### src/rtl/mac_pkg.sv
// Shared operand/product types and accumulator width limits for the wallace_dot_acc datapath.
package mac_pkg;

  localparam int unsigned OP_W      = 8;
  localparam int unsigned PROD_W    = 16;
  localparam int unsigned ACC_W_MIN = 16;
  localparam int unsigned ACC_W_MAX = 32;

  typedef logic [OP_W-1:0]   op_t;
  typedef logic [PROD_W-1:0] prod_t;

endpackage

### src/rtl/wallace_dot_acc_if.sv
// Operand-in / result-out handshake bundle of wallace_dot_acc.
interface wallace_dot_acc_if #(
  parameter int unsigned ACC_W = 24,
  parameter int unsigned CNT_W = 8
) ();
  import mac_pkg::*;

  logic             in_valid;
  logic             in_ready;
  op_t              in_a;
  op_t              in_b;
  logic             in_last;
  logic             out_valid;
  logic             out_ready;
  logic [ACC_W-1:0] out_acc;
  logic [CNT_W-1:0] out_count;
  logic             out_ovf;

  modport slave (
    input  in_valid, in_a, in_b, in_last, out_ready,
    output in_ready, out_valid, out_acc, out_count, out_ovf
  );

  modport master (
    output in_valid, in_a, in_b, in_last, out_ready,
    input  in_ready, out_valid, out_acc, out_count, out_ovf
  );

endinterface

### src/rtl/mac_acc_add.sv
// ACC_W accumulator adder with carry-out; MAC_SAT_EN turns a carry into a clamp at all-ones.
module mac_acc_add #(
  parameter int unsigned ACC_W = 24
) (
  input  logic [ACC_W-1:0] acc,
  input  logic [ACC_W-1:0] addend,
  output logic [ACC_W-1:0] sum,
  output logic             carry
);

  logic [ACC_W-1:0] raw;

  assign {carry, raw} = {1'b0, acc} + {1'b0, addend};

`ifdef MAC_SAT_EN
  // Once clamped, every further non-zero add carries again, so the clamp sticks for the vector.
  assign sum = carry ? '1 : raw;
`else
  assign sum = raw;
`endif

endmodule

### src/rtl/wallace_multiplier.sv
// Unsigned 8x8 multiplier: partial products reduced by a carry-save (Wallace) tree, one final add.
module wallace_multiplier
  import mac_pkg::*;
(
  input  op_t   a,
  input  op_t   b,
  output prod_t p
);

  function automatic prod_t csa_s(prod_t x, prod_t y, prod_t z);
    return x ^ y ^ z;
  endfunction

  // Carry word is truncated to PROD_W; the true product always fits, so nothing is lost.
  function automatic prod_t csa_c(prod_t x, prod_t y, prod_t z);
    return ((x & y) | (x & z) | (y & z)) << 1;
  endfunction

  prod_t pp [OP_W];

  for (genvar i = 0; i < OP_W; i++) begin : g_pp
    assign pp[i] = b[i] ? (prod_t'(a) << i) : '0;
  end

  prod_t s0, c0, s1, c1, s2, c2, s3, c3, s4, c4, s5, c5;

  // 8 rows -> 6 -> 4 -> 3 -> 2
  assign s0 = csa_s(pp[0], pp[1], pp[2]);
  assign c0 = csa_c(pp[0], pp[1], pp[2]);
  assign s1 = csa_s(pp[3], pp[4], pp[5]);
  assign c1 = csa_c(pp[3], pp[4], pp[5]);
  assign s2 = csa_s(s0, c0, s1);
  assign c2 = csa_c(s0, c0, s1);
  assign s3 = csa_s(c1, pp[6], pp[7]);
  assign c3 = csa_c(c1, pp[6], pp[7]);
  assign s4 = csa_s(s2, c2, s3);
  assign c4 = csa_c(s2, c2, s3);
  assign s5 = csa_s(s4, c4, c3);
  assign c5 = csa_c(s4, c4, c3);

  assign p = s5 + c5;

endmodule

### src/rtl/wallace_dot_acc.sv
// Streaming unsigned 8-bit dot-product accumulator around a Wallace multiplier.
// Optional MAC_SAT_EN (in mac_acc_add) saturates the accumulator instead of wrapping.
module wallace_dot_acc
  import mac_pkg::*;
#(
  parameter int unsigned ACC_W = 24,
  parameter int unsigned CNT_W = 8
) (
  input logic              clk,
  input logic              rst_n,
  input logic              clr,
  wallace_dot_acc_if.slave io
);

  if (ACC_W < ACC_W_MIN || ACC_W > ACC_W_MAX) begin : g_bad_acc_w
    $error("wallace_dot_acc: ACC_W must be within 16..32");
  end

  logic             init_q;
  logic             v1_q, last_q;
  op_t              a_q, b_q;
  prod_t            prod;
  logic [ACC_W-1:0] acc_q, sum;
  logic             carry, ovf_q;
  logic [CNT_W-1:0] cnt_q, cnt_inc;
  logic [ACC_W-1:0] out_acc_q;
  logic [CNT_W-1:0] out_count_q;
  logic             out_ovf_q, out_valid_q;
  logic             stall, in_ready, accept, advance, load;

  assign stall    = v1_q & last_q & out_valid_q & ~io.out_ready;
  assign in_ready = ~stall & init_q;
  assign accept   = io.in_valid & in_ready;
  assign advance  = v1_q & ~stall & ~clr;
  assign load     = advance & last_q;
  assign cnt_inc  = (&cnt_q) ? cnt_q : cnt_q + CNT_W'(1);

  wallace_multiplier u_mul (
    .a (a_q),
    .b (b_q),
    .p (prod)
  );

  mac_acc_add #(
    .ACC_W (ACC_W)
  ) u_add (
    .acc    (acc_q),
    .addend (ACC_W'(prod)),
    .sum    (sum),
    .carry  (carry)
  );

  // init_q keeps in_ready low for the first cycle after reset release.
  always_ff @(posedge clk or negedge rst_n) begin
    if (!rst_n) begin
      init_q <= 1'b0;
      v1_q   <= 1'b0;
      last_q <= 1'b0;
      a_q    <= '0;
      b_q    <= '0;
    end else begin
      init_q <= 1'b1;
      if (clr) begin
        v1_q <= 1'b0;
      end else if (!stall) begin
        v1_q <= accept;
        if (accept) begin
          a_q    <= io.in_a;
          b_q    <= io.in_b;
          last_q <= io.in_last;
        end
      end
    end
  end

  always_ff @(posedge clk or negedge rst_n) begin
    if (!rst_n) begin
      acc_q <= '0;
      cnt_q <= '0;
      ovf_q <= 1'b0;
    end else if (clr || load) begin
      acc_q <= '0;
      cnt_q <= '0;
      ovf_q <= 1'b0;
    end else if (advance) begin
      acc_q <= sum;
      cnt_q <= cnt_inc;
      ovf_q <= ovf_q | carry;
    end
  end

  always_ff @(posedge clk or negedge rst_n) begin
    if (!rst_n) begin
      out_acc_q   <= '0;
      out_count_q <= '0;
      out_ovf_q   <= 1'b0;
      out_valid_q <= 1'b0;
    end else if (load) begin
      out_acc_q   <= sum;
      out_count_q <= cnt_inc;
      out_ovf_q   <= ovf_q | carry;
      out_valid_q <= 1'b1;
    end else if (io.out_ready) begin
      out_valid_q <= 1'b0;
    end
  end

  assign io.in_ready  = in_ready;
  assign io.out_valid = out_valid_q;
  assign io.out_acc   = out_acc_q;
  assign io.out_count = out_count_q;
  assign io.out_ovf   = out_ovf_q;

endmodule

### src/flat_wrapper.sv
// flat-port wrapper written by rule: the top's interface ports become plain ports
module wallace_dot_acc_flat import mac_pkg::*;
#(
  parameter int unsigned ACC_W = 24,
  parameter int unsigned CNT_W = 8
)
  (clk, rst_n, clr, io_in_valid, io_in_a, io_in_b, io_in_last, io_out_ready, io_in_ready, io_out_valid, io_out_acc, io_out_count, io_out_ovf);
  wallace_dot_acc_if #(.ACC_W(ACC_W), .CNT_W(CNT_W)) io_i ();
  input logic clk;
  input logic rst_n;
  input logic clr;
  input wire logic [$bits(io_i.in_valid)-1:0] io_in_valid;
  input wire logic [$bits(io_i.in_a)-1:0] io_in_a;
  input wire logic [$bits(io_i.in_b)-1:0] io_in_b;
  input wire logic [$bits(io_i.in_last)-1:0] io_in_last;
  input wire logic [$bits(io_i.out_ready)-1:0] io_out_ready;
  output wire logic [$bits(io_i.in_ready)-1:0] io_in_ready;
  output wire logic [$bits(io_i.out_valid)-1:0] io_out_valid;
  output wire logic [$bits(io_i.out_acc)-1:0] io_out_acc;
  output wire logic [$bits(io_i.out_count)-1:0] io_out_count;
  output wire logic [$bits(io_i.out_ovf)-1:0] io_out_ovf;
  assign io_i.in_valid = io_in_valid;
  assign io_i.in_a = io_in_a;
  assign io_i.in_b = io_in_b;
  assign io_i.in_last = io_in_last;
  assign io_i.out_ready = io_out_ready;
  assign io_in_ready = io_i.in_ready;
  assign io_out_valid = io_i.out_valid;
  assign io_out_acc = io_i.out_acc;
  assign io_out_count = io_i.out_count;
  assign io_out_ovf = io_i.out_ovf;
  wallace_dot_acc #(.ACC_W(ACC_W), .CNT_W(CNT_W)) u_core (.clk(clk), .rst_n(rst_n), .clr(clr), .io(io_i));
endmodule
### config.mk
export PLATFORM = sky130hd
export DESIGN_NAME = wallace_dot_acc_flat
export DESIGN_NICKNAME = d
export VERILOG_FILES = /design/src/rtl/mac_pkg.sv /design/src/rtl/wallace_dot_acc_if.sv /design/src/rtl/mac_acc_add.sv /design/src/rtl/wallace_multiplier.sv /design/src/rtl/wallace_dot_acc.sv /design/src/flat_wrapper.sv
export SDC_FILE = /design/constraint.sdc
export NUM_CORES = 1
export LEC_CHECK = 0
export CAP_MARGIN = 20
export CORE_AREA = 2 2 99 120
export DETAILED_ROUTE_END_ITERATION = 7
export DIE_AREA = 0 0 101 122
export PLACE_DENSITY_LB_ADDON = 0.25
export SETUP_SLACK_MARGIN = 0.1
export SLEW_MARGIN = 20
export SYNTH_ARGS = -nofsm -noshare
export SYNTH_HDL_FRONTEND = slang
export SYNTH_SLANG_ARGS = --single-unit
### constraint.sdc
create_clock -name clk -period 6.6 [get_ports clk]
set_input_delay 0.99 -clock clk [delete_from_list [all_inputs] [get_ports clk]]
set_output_delay 0.99 -clock clk [all_outputs]
set_load 0.005 [all_outputs]
==> results.json <==
{
  "p_sw_share_pct": 48.5,
  "core_um2": 11300,
  "rrSetupSlack_ns": 0.58,
  "slowest_delay_ns": 0.55,
  "fp.dieArea_um2": 12300,
  "tightest_slew_ns": 0.928,
  "numCtsBuffers": 9,
  "die_w_um": 101,
  "die_h_um": 122,
  "layout_common_cells": "nand2_1 (94), dfrtp_1 (85), clkdlybuf4s50_1 (55)",
  "power.leakage_nw": 3.35,
  "synth_edf_count": 0,
  "drive_above_1_share_pct": 8.25,
  "clkPwrFrac_pct": 11.8,
  "worstPathArrival_ns": 6.28,
  "grt_pass1_vias": 5221,
  "pre_cts_ws_ns": 0.565,
  "r2r_cells": 19,
  "cp_num_buf_inv": 2,
  "placedCellCount": 834,
  "syn_inst": 665,
  "critPathLaunchType": "flop",
  "synthesis.area_um2": 6430,
  "critPathLaunch": "u_core.a_q[4]",
  "vias": 4990,
  "cts_root_buffer": "clkbuf_16",
  "grt_util_all_layers_pct": 25.4,
  "period_share_pct": 91.1,
  "dpl.hpwl_um": 10400,
  "power_frac_comb_pct": 70.7,
  "clk_latency_ns": 0.35,
  "cts_max_level": 3,
  "clock-sinks": 86,
  "synthArstFlopShare_pct": 100,
  "antenna_left": 0,
  "pin_count": 57,
  "grt_pass1_wl_um": 24800,
  "total_power_mw": 4.13,
  "reg2reg_to": "u_core.io.out_acc[18]",
  "ys_types": 65,
  "area.growth.synth_to_final_pct": 13.6,
  "drc": 0,
  "status": "finished, final reports clean",
  "min_period_ns": 6.02,
  "num_antenna_cells": 0,
  "cts_max_path_buffers": 2,
  "p_seq_share_pct": 17.5,
  "intPower_mw": 2.13,
  "cp_slowest_cell": "fa_1",
  "grt_max_degree": 74,
  "initial_core_util_pct": 56.9,
  "dr.pass1.iters": 5,
  "clkTransAtPathRegs_ns": 0.07,
  "cp_common_cell": "fa_1",
  "cts_tree": "built",
  "overflow": 0,
  "fin_tns_setup_ns": 0,
  "gp_congestion": 0.904,
  "cts_hold_buf": 0,
  "setup_violations": 0,
  "cp.required_ns": 6.87,
  "clock_skew_ns": 0.0123,
  "crit_chain": "and2_1, fa_1, inv_1, fa_1, fa_1, fa_1, inv_1, ha_1, a21o_1, a21oi_2, o21ai_1, o41ai_2, or4b_1, o211ai_1, ha_2, nand4_1, o211a_1, or3_1, a31oi_1",
  "drt-initial-drc-count": 277,
  "cp_max_fo": 9,
  "hold_viol": 0,
  "p_sw_mw": 2.00,
  "end_kind": "flop",
  "r2r_start": "u_core.a_q[4]",
  "nNetsFinal": 816,
  "stdcell_count": 850,
  "wl_um": 14300,
  "yosys_warnings": 0,
  "vias_per_cell": 5.87,
  "maxCapViolCount": 0,
  "rsz0062_at_grt": "false",
  "io_buffers": 56,
  "crit_type": "reg2reg",
  "synth_fp_nets": 771,
  "ys.flop_type": "dfrtp_1",
  "final_common_cell": "nand2_1",
  "power_density_nw_per_um2": 565,
  "utilization_pct": 64.7,
  "antenna_found_initial": 0,
  "finalWorstSetupSlack_ns": 0.584,
  "critPathTopFamily": "adder cells",
  "ir_drop_mv": 0.392,
  "fillers": 952,
  "cts_setup_buffers": 0,
  "rows": 43,
  "worstHoldPathType": "in2async",
  "seq_area_frac_synth_pct": 33.5,
  "avgSynthCellArea_um2": 9.67,
  "ys_seq_elements": 86,
  "avgRoutedWirePerCell_um": 16.8,
  "slew-limit-headroom_pct": 38.1,
  "max_freq_mhz": 166,
  "maxSlewViolCount": 0
}
-- per-layer routing --
layer  vias to the layer above  track usage [%]  share of wire [%]
met5                         -                0                  0
met4                         0             8.61                1.7
met3                        19             3.56                3.9
met2                       112             44.5                 52
met1                      2488             32.3                 43
li1                       2371                -                  -
-- power by group through the flow --
stage	clock (mW)	combinational, mW	sequential [mW]
4_1_cts	0.493	2.94	0.721
2_1_floorplan	0	2.27	0.697
3_3_place_gp	0	2.79	0.724
3_5_place_dp	0	2.89	0.729
5_1_grt	0.512	3.34	0.736
6_report	0.486	2.92	0.723
-- metrics by stage --
stage / hold slack (ns) / area [µm²]
final: 0.474 / 7310
after global routing: 0.482 / 7310
after detailed placement: 0.462 / 7030
after global placement: 0.468 / 7030
after floorplan: 0.455 / 6430
after CTS: 0.476 / 7300
-- how the worst max path moves through the flow --
stage,to,slack (ns),depth (start not counted)
3_3_place_gp,u_core.acc_q[18],0.71,20
4_1_cts,u_core.io.out_acc[18],0.54,19
5_1_grt,u_core.io.out_acc[18],0.16,20
2_1_floorplan,u_core.acc_q[20],0.97,21
3_5_place_dp,u_core.acc_q[18],0.56,19
6_report,u_core.io.out_acc[18],0.58,19
-- final cells by class --
class                           instances  area, µm²  area share [%]
Sequential cell                        86       2150            29.5
Timing Repair Buffer                   62        603            8.25
Clock inverter                          5       33.8           0.462
Tap cell                              135        169            2.31
Inverter                               44        165            2.26
Clock buffer                           11        243            3.32
Multi-Input combinational cell        507       3940            53.9
-- state kept, by name, indices dropped and copies added, names as in the netlist, 8 cells and up --
register             flops
u_core.cnt_q             8
u_core.a_q               8
u_core.acc_q            24
u_core.io.out_acc       24
u_core.b_q               8
u_core.io.out_count      8
-- cell families after synthesis --
kind of cell / synth area share, %
fa+ha+maj: 21.0
flops: 33.5
simple gates: 17.6
buf+inv: 5.29
mux: 4.63
other cells: 0.0583
xor+xnor: 3.68
compound gates: 14.3
-- cells in the mapped netlist (12+ instances only) --
master,n,area [µm²]
ha_1,44,551
and2_1,44,275
nor2_1,25,93.8
a21oi_1,26,130
mux2_2,22,248
clkbuf_1,14,52.6
xnor2_1,18,158
dfrtp_1,86,2150
nand3_1,16,80.1
nand2_1,94,353
o211ai_1,12,90.1
fa_1,40,801
inv_1,44,165
o21ai_0,43,215
-- repair_timing --
item                                   in CTS  in global routing
setup endpoints to repair                   0                  1
endpoints found under the hold margin       0                  0
resized for setup                           0                  2
-- worst register-to-register path, cell delays in order, from the launching register on --
cell	delay (ns)
dfrtp_1	0.47
and2_1	0.22
fa_1	0.53
inv_1	0.05
fa_1	0.48
fa_1	0.52
fa_1	0.55
inv_1	0.04
ha_1	0.31
a21o_1	0.20
a21oi_2	0.17
o21ai_1	0.12
o41ai_2	0.32
or4b_1	0.47
o211ai_1	0.15
ha_2	0.28
nand4_1	0.19
o211a_1	0.34
or3_1	0.33
a31oi_1	0.19
Power figures use the tool's default switching activity.
